<file path="config.mk">
export PLATFORM = sky130hd
export DESIGN_NAME = clock_period_meter_flat
export DESIGN_NICKNAME = d
export VERILOG_FILES = /design/src/rtl/clock_period_meter_if.sv /design/src/rtl/clock_period_meter.sv /design/src/flat_wrapper.sv
export SDC_FILE = /design/constraint.sdc
export NUM_CORES = 1
export LEC_CHECK = 0
export ABC_AREA = 1
export CELL_PAD_IN_SITES_DETAIL_PLACEMENT = 2
export CELL_PAD_IN_SITES_GLOBAL_PLACEMENT = 2
export CORE_MARGIN = 3
export CORE_UTILIZATION = 33
export CTS_CLUSTER_DIAMETER = 50
export DETAILED_ROUTE_END_ITERATION = 7
export HOLD_SLACK_MARGIN = 0.03
export PLACE_DENSITY_LB_ADDON = 0.1
export REMOVE_ABC_BUFFERS = 1
export SLEW_MARGIN = 20
export SYNTH_ARGS = -nofsm -noshare
export SYNTH_HDL_FRONTEND = slang
export SYNTH_SLANG_ARGS = --single-unit
</file>
<file path="constraint.sdc">
create_clock -name clk_i -period 3.07 [get_ports clk_i]
set_clock_uncertainty 0.2 [all_clocks]
set_input_delay 0.614 -clock clk_i [delete_from_list [all_inputs] [get_ports clk_i]]
set_output_delay 0.614 -clock clk_i [all_outputs]
set_load 0.02 [all_outputs]
</file>
<file path="src/rtl/clock_period_meter_if.sv">
// clock_period_meter_if: control inputs and status outputs of clock_period_meter
//   enable_i, bit_i          : driven by master (stimulus side)
//   period_o, high_o, valid_o, edges_o, overflow_o : driven by slave (the meter)
interface clock_period_meter_if #(parameter int W = 32);
  logic         enable_i;
  logic         bit_i;
  logic [W-1:0] period_o;
  logic [W-1:0] high_o;
  logic         valid_o;
  logic [W-1:0] edges_o;
  logic         overflow_o;
  modport master (output enable_i, bit_i, input period_o, high_o, valid_o, edges_o, overflow_o);
  modport slave (input enable_i, bit_i, output period_o, high_o, valid_o, edges_o, overflow_o);
endinterface

</file>
<file path="src/rtl/clock_period_meter.sv">
// clock_period_meter: measures period and high time of bit_i in clk_i cycles
//   clk_i     : system clock
//   reset_n_i : asynchronous active-low reset
//   bus       : slave side of clock_period_meter_if (enable/bit in, results out)
module clock_period_meter #(parameter int W = 32) (
  input  logic clk_i,
  input  logic reset_n_i,
  clock_period_meter_if.slave bus
);
  typedef enum logic [1:0] {IDLE, ARM, MEASURE} state_t;
  localparam logic [W-1:0] MAX = '1;
  localparam logic [W-1:0] ONE = W'(1);
  state_t state, state_n;
  logic bit_d, rise, valid_n, overflow_n;
  logic [W-1:0] cnt, hcnt, cnt_n, hcnt_n, period_n, high_n, edges_n;
  assign rise = bus.bit_i & ~bit_d;
  always_comb begin
    state_n = state;
    cnt_n = cnt;
    hcnt_n = hcnt;
    period_n = bus.period_o;
    high_n = bus.high_o;
    edges_n = bus.edges_o;
    overflow_n = bus.overflow_o;
    valid_n = 1'b0;
    if (!bus.enable_i) begin
      state_n = IDLE;
      cnt_n = '0;
      hcnt_n = '0;
    end else if (state == IDLE) begin
      state_n = ARM;
      edges_n = '0;
      overflow_n = 1'b0;
    end else if (rise) begin
      // the rise cycle itself is the first cycle (and first high cycle) of the new period
      state_n = MEASURE;
      cnt_n = ONE;
      hcnt_n = ONE;
      edges_n = bus.edges_o + ONE;
      period_n = (state == MEASURE) ? cnt : bus.period_o;
      high_n = (state == MEASURE) ? hcnt : bus.high_o;
      valid_n = (state == MEASURE);
    end else if (state == MEASURE) begin
      cnt_n = (cnt == MAX) ? cnt : cnt + ONE;
      hcnt_n = (bus.bit_i && hcnt != MAX) ? hcnt + ONE : hcnt;
      overflow_n = bus.overflow_o | (cnt_n == MAX);
    end
  end
  always_ff @(posedge clk_i or negedge reset_n_i) begin
    if (!reset_n_i) begin
      state <= IDLE;
      bit_d <= 1'b0;
      cnt <= '0;
      hcnt <= '0;
      bus.period_o <= '0;
      bus.high_o <= '0;
      bus.valid_o <= 1'b0;
      bus.edges_o <= '0;
      bus.overflow_o <= 1'b0;
    end else begin
      state <= state_n;
      bit_d <= bus.bit_i;
      cnt <= cnt_n;
      hcnt <= hcnt_n;
      bus.period_o <= period_n;
      bus.high_o <= high_n;
      bus.valid_o <= valid_n;
      bus.edges_o <= edges_n;
      bus.overflow_o <= overflow_n;
    end
  end
endmodule

</file>
<file path="src/flat_wrapper.sv">
// flat-port wrapper written by rule: the top's interface ports become plain ports
module clock_period_meter_flat 
#(parameter int W = 32)
  (clk_i, reset_n_i, bus_enable_i, bus_bit_i, bus_period_o, bus_high_o, bus_valid_o, bus_edges_o, bus_overflow_o);
  clock_period_meter_if #(.W(W)) bus_i ();
  input  logic clk_i;
  input  logic reset_n_i;
  input wire logic [$bits(bus_i.enable_i)-1:0] bus_enable_i;
  input wire logic [$bits(bus_i.bit_i)-1:0] bus_bit_i;
  output wire logic [$bits(bus_i.period_o)-1:0] bus_period_o;
  output wire logic [$bits(bus_i.high_o)-1:0] bus_high_o;
  output wire logic [$bits(bus_i.valid_o)-1:0] bus_valid_o;
  output wire logic [$bits(bus_i.edges_o)-1:0] bus_edges_o;
  output wire logic [$bits(bus_i.overflow_o)-1:0] bus_overflow_o;
  assign bus_i.enable_i = bus_enable_i;
  assign bus_i.bit_i = bus_bit_i;
  assign bus_period_o = bus_i.period_o;
  assign bus_high_o = bus_i.high_o;
  assign bus_valid_o = bus_i.valid_o;
  assign bus_edges_o = bus_i.edges_o;
  assign bus_overflow_o = bus_i.overflow_o;
  clock_period_meter #(.W(W)) u_core (.clk_i(clk_i), .reset_n_i(reset_n_i), .bus(bus_i));
endmodule
</file>
# Word level (Yosys, flattened, before mapping)
# Index checks and enable logic that the tools add are counted.
# word_totals
regBits	165
latch_bits	0
ramBits	0
romBits	0
output_inout_bits	98
wordCells	55
memories	0
# classes
addsub	3
mul	0
n_div	0
n_lt_le_gt_ge	0
n_eq_ne	9
shifts	0
mux	21
n_bitwise	4
reduce_logical	9
# ops
op	count
$mux 32	12
$add 32x1->32 const B	3
$eq 32x32->1 const B	2
$ne 32x32->1 const B	1
$ne 3x1->1 const B	3
$mux 1	6
$mux 2	3
$reduce_and 3->1	2
$ne 2x2->1 const B	2
$reduce_and 2->1	2
$reduce_and 4->1	1
$reduce_bool 2->1	2
$eq 2x2->1 const B	1
$logic_not 2->1	1
$not 1->1	2
$and 1x1->1	1
$logic_and 1x1->1	1
$or 1x1->1	1

# Depth between registers and ports, before layout
# logic_depth
depth_word	7
depth_mapped	16
mapped_depth_nobuf	16

# Worst setup path after synthesis
# Ideal clock, no wire load.
# synth_path
kind	input port to flip-flop
from	input bus_enable_i
to	register u_core.bus.edges_o[19]
setup_ns	0.117
arrival_time_ns	1.922
t_required_ns	2.753
slack_ns	0.831
cell_stages	13
n_path_buf	2
cell_sequence	buf_4 -> nand3_4 -> nand2_2 -> buf_6 -> nand2_4 -> nor3_4 -> nand2_2 -> nor2_4 -> nand3_2 -> nor2_2 -> nand2_1 -> o21ai_1 -> nor2_1
# synth_between
elab_chain_len	1
# synth_lines
item	line_no	rtl
start, declared	flat_wrapper.sv:8	input wire logic [$bits(bus_i.enable_i)-1:0] bus_enable_i;
$reduce_and 2->1 (no source line)	n/a	
end signal, assigned	clock_period_meter.sv:68	bus.edges_o <= edges_n;
end, declared	clock_period_meter_if.sv:13	modport slave (input enable_i, bit_i, output period_o, high_o, valid_o, edges_o, overflow_o);
# No other way between the ends.
# A chain may end at the register's enable or synchronous reset.

# Worst setup path after layout
# layout_path
from	register u_core.cnt[18]
to	register u_core.bus.overflow_o
# layout_between
elab_chain_len	7
elab_cells_between_ends	8
classes_between	add/sub (1); eq/ne (2); mux (4); bitwise (1)
# layout_lines
item	line_no	rtl
start, declared	clock_period_meter.sv:15	logic [W-1:0] cnt, hcnt, cnt_n, hcnt_n, period_n, high_n, edges_n;
start signal, assigned	clock_period_meter.sv:63	cnt <= cnt_n;
$add 32x1->32 / $eq 32x32->1 (equally long branches)	clock_period_meter.sv:44	cnt_n = (cnt == MAX) ? cnt : cnt + ONE;
$mux 32 (*)	clock_period_meter.sv:44	
$eq 32x32->1 (*)	clock_period_meter.sv:46	overflow_n = bus.overflow_o | (cnt_n == MAX);
$or 1x1->1 (*)	clock_period_meter.sv:46	
$mux 1 (*)	clock_period_meter.sv:43	end else if (state == MEASURE) begin
$mux 1 (*)	clock_period_meter.sv:34	end else if (rise) begin
$mux 1 (*)	clock_period_meter.sv:30	end else if (state == IDLE) begin
end signal, assigned	clock_period_meter.sv:69	bus.overflow_o <= overflow_n;
end, declared	clock_period_meter_if.sv:13	
# Mark *: on every way between the ends. The rest lies on a longest branch, timed or not. The select of a mux whose other input is x is not followed.

==> impl_metrics.tcl <==
set metrics [dict create \
    cts_tree "done" \
    num_vias 8610 \
    pin_count 102 \
    rows 59 \
    drt-total-wl_um 31570 \
    tightestPinTransition_ns 0.5646 \
    power.density_mw_per_mm2 547.8 \
    die_area_sq_mm 0.02913 \
    syn_avg_cell_area_sq_um 7.426 \
    synth.area.top_cells "dfrtp_1 46%, nand2_1 12%, nor2_1 8.0%" \
    timing.rr.start "u_core.cnt[18]" \
    ys_ff_latch 165 \
    whs_path_depth 1 \
    setup_viol 0 \
    synth_edf_count 0 \
    pwr-share-seq_pct 41.9 \
    synth_warnings 0 \
    grt_pass1_wl_um 52300 \
    initial_utilization_pct 33.96 \
    regToRegSetupSlack_ns 0.35 \
    cp_data_arrival_time_ns 2.89 \
    crit_path_end_kind "flop" \
    switching_share_pct 31.45 \
    drt-initial-drc-count 433 \
    mostFrequentLayoutCells "283 x nand2_1, 190 x nor2_1, 165 x dfrtp_1, 139 x inv_1, 100 x clkdlybuf4s50_1" \
    path_max_fanout 24 \
    clkTransAtPathRegs_ns 0.08 \
    max-vdd-ir-drop_mv 0.3536 \
    drc 0 \
    reg2regPathDepth 12 \
    place_congestion 0.8491 \
    clockRootBuffer "clkbuf_16" \
    required_ns 3.24 \
    ys_types 41 \
    dpl.hpwl_um 23120 \
    cts.sinks 165 \
    grt_pass1_vias 9455 \
    antenna_left 0 \
    rsz0062_at_grt "false" \
    syn_area_sq_mm 0.008949 \
    ys_seq_area_share_pct 46.14 \
    ys.flop_type "dfrtp_1" \
    vias_per_cell 5.171 \
    final-max-slew-violation-count 0 \
    power.leakage_nw 4.561 \
    reg2reg_to "u_core.bus.overflow_o" \
    total_power_w 0.006075 \
    first_pass_iters 4 \
    outcome "finished, final reports clean" \
    yosysTopAreaCellShare_pct 46.14 \
    period_needed_ns 2.718 \
    maxCapViolations 0 \
    holdPathEnd "u_core.bus.high_o[18]" \
    chipWidth_um 170.7 \
    grt_max_degree 96 \
    core_area_sq_mm 0.02635 \
    setup_tns_ns 0 \
    fill_cells 3033 \
    hold_viol 0 \
    clkPwrFrac_pct 37.0 \
    max_freq_ghz 0.3679 \
    antenna_found_initial 0 \
    clock_latency_ns 0.44 \
    hold_path_class "reg -> reg" \
    numPortBuffers 101 \
    switchingPower_w 0.001911 \
    synth_top_cell_by_area "dfrtp_1" \
    layout-drive-gt1-share_pct 7.744 \
    max-slew-margin-rel_pct 62.01 \
    final_common_cell "nand2_1" \
    track_usage_pct 22.56 \
    htree_levels 4 \
    async_flop_share_pct 100.0 \
    pwr-share-comb_pct 21.1 \
    nNetsFinal 1325 \
    fp.dieH_um 170.7 \
    power.internal_w 0.004164 \
    final.period_utilization_pct 88.55 \
    worstSetupPathType "reg -> reg" \
    grt_overflow 0 \
    cts_inserted_buffers 17 \
    antenna_cells 0 \
    area_growth_syn_to_layout_pct 23.92 \
    start_kind "flop" \
    min_from "u_core.bus.high_o[18]" \
    cts.path.max_buffers 2 \
    netlist_instances 1205 \
    avgRoutedWirePerCell_um 18.96 \
]
-- synthesized netlist by cell type (3+ instances only) --
cell type / number
nand2_1: 283
nor2_1: 190
dfrtp_1: 165
inv_1: 139
a21oi_1: 81
nor3_1: 56
nand3_1: 47
o21ai_0: 46
xor2_1: 31
o22ai_1: 30
nand4_1: 24
clkbuf_1: 23
o21ai_1: 11
inv_2: 8
nor4_1: 8
buf_6: 7
nor2_2: 6
buf_1: 5
nand2_2: 5
nor2_4: 5
a211oi_1: 3
ha_1: 3
nor3_2: 3
or2_2: 3
-- flip-flops by register name, summed over array words and instances (netlist names) --
name,cells
u_core.bus.edges_o,32
u_core.bus.high_o,32
u_core.bus.overflow_o,1
u_core.cnt,32
u_core.hcnt,32
u_core.bus.period_o,32
u_core.bit_d,1
u_core.state,2
u_core.bus.valid_o,1
-- metal layers --
metal	routed length [um]	vias up	track usage [%]
li1	-	4112	-
met1	15510	4361	32.20
met2	14800	116	36.96
met3	939	21	2.981
met4	319	0	4.480
met5	0	-	0
-- critical path, stage by stage, from the launching register on --
cell and delay, ns:
dfrtp_1 0.36, nand2_1 0.15, nor2_1 0.22, nand2_1 0.10
nor2_1 0.32, nand2_4 0.28, nand2_1 0.17, nand2_1 0.07
nor2_1 0.25, nand2_1 0.08, nor2_1 0.19, nand2_1 0.13
a21oi_2 0.12
-- logic make-up (layout without fill, tap and decap cells) --
kind of cell / Yosys count / count (layout) / share of synthesized area, %
flops: 165 / 165 / 46.14
mux: 1 / 1 / 0.1258
fa+ha+maj: 3 / 3 / 0.4195
compound gates: 179 / 179 / 10.75
simple gates: 640 / 640 / 31.01
xor+xnor: 32 / 32 / 3.132
buf+inv: 185 / 310 / 8.417
-- timing repair --
action                    4_1_cts  5_1_grt
resized for setup               0        0
hold endpoints to repair       51        0
setup buffers                   0        0
hold buffers                    1        0
-- cell type report --
class | instances | area (sq um) | share of cell area (%)
clock buffer | 17 | 425.4 | 3.836
sequential | 165 | 4129 | 37.23
multi-input combinational | 855 | 4086 | 36.85
tap | 335 | 419.2 | 3.780
timing repair buffer | 132 | 1310 | 11.81
clock inverter | 14 | 167.7 | 1.512
inverter | 147 | 551.8 | 4.976
-- power by group through the flow --
stage / sequential, W / clock, W / combinational [W]
CTS: 0.00255 / 0.00230 / 0.00130
floorplan: 0.00284 / 0 / 0.000332
global route: 0.00258 / 0.00239 / 0.00140
detailed placement: 0.00258 / 0 / 0.00129
finish: 0.00255 / 0.00225 / 0.00128
global placement: 0.00258 / 0 / 0.00126
-- through the flow --
step | instances | utilization (%) | setup slack, ns | hold WS [ns] | instance area (sq um)
final | 1665 | 42.08 | 0.3515 | 0.3257 | 11090
after global routing | 1665 | 42.08 | 0.07454 | 0.3570 | 11090
after CTS | 1665 | 42.08 | 0.3620 | 0.3347 | 11090
after detailed placement | 1633 | 39.79 | 0.06402 | 0.3190 | 10490
after global placement | 1633 | 39.79 | 0.1423 | 0.3058 | 10490
after floorplan | 1167 | - | -5.609 | 0.1184 | 8747
-- worst max path at each step --
stage	startpoint	endpoint	slack, ns	depth (start not counted)
floorplan	bus_bit_i	u_core.bus.high_o[18]	-5.61	5
global placement	bus_bit_i	u_core.bus.edges_o[22]	0.14	17
detailed placement	bus_bit_i	u_core.bus.edges_o[27]	0.06	12
CTS	u_core.cnt[18]	u_core.bus.overflow_o	0.36	12
global route	u_core.cnt[20]	u_core.bus.overflow_o	0.07	12
finish	u_core.cnt[18]	u_core.bus.overflow_o	0.35	12
Power figures use the tool's default switching activity.
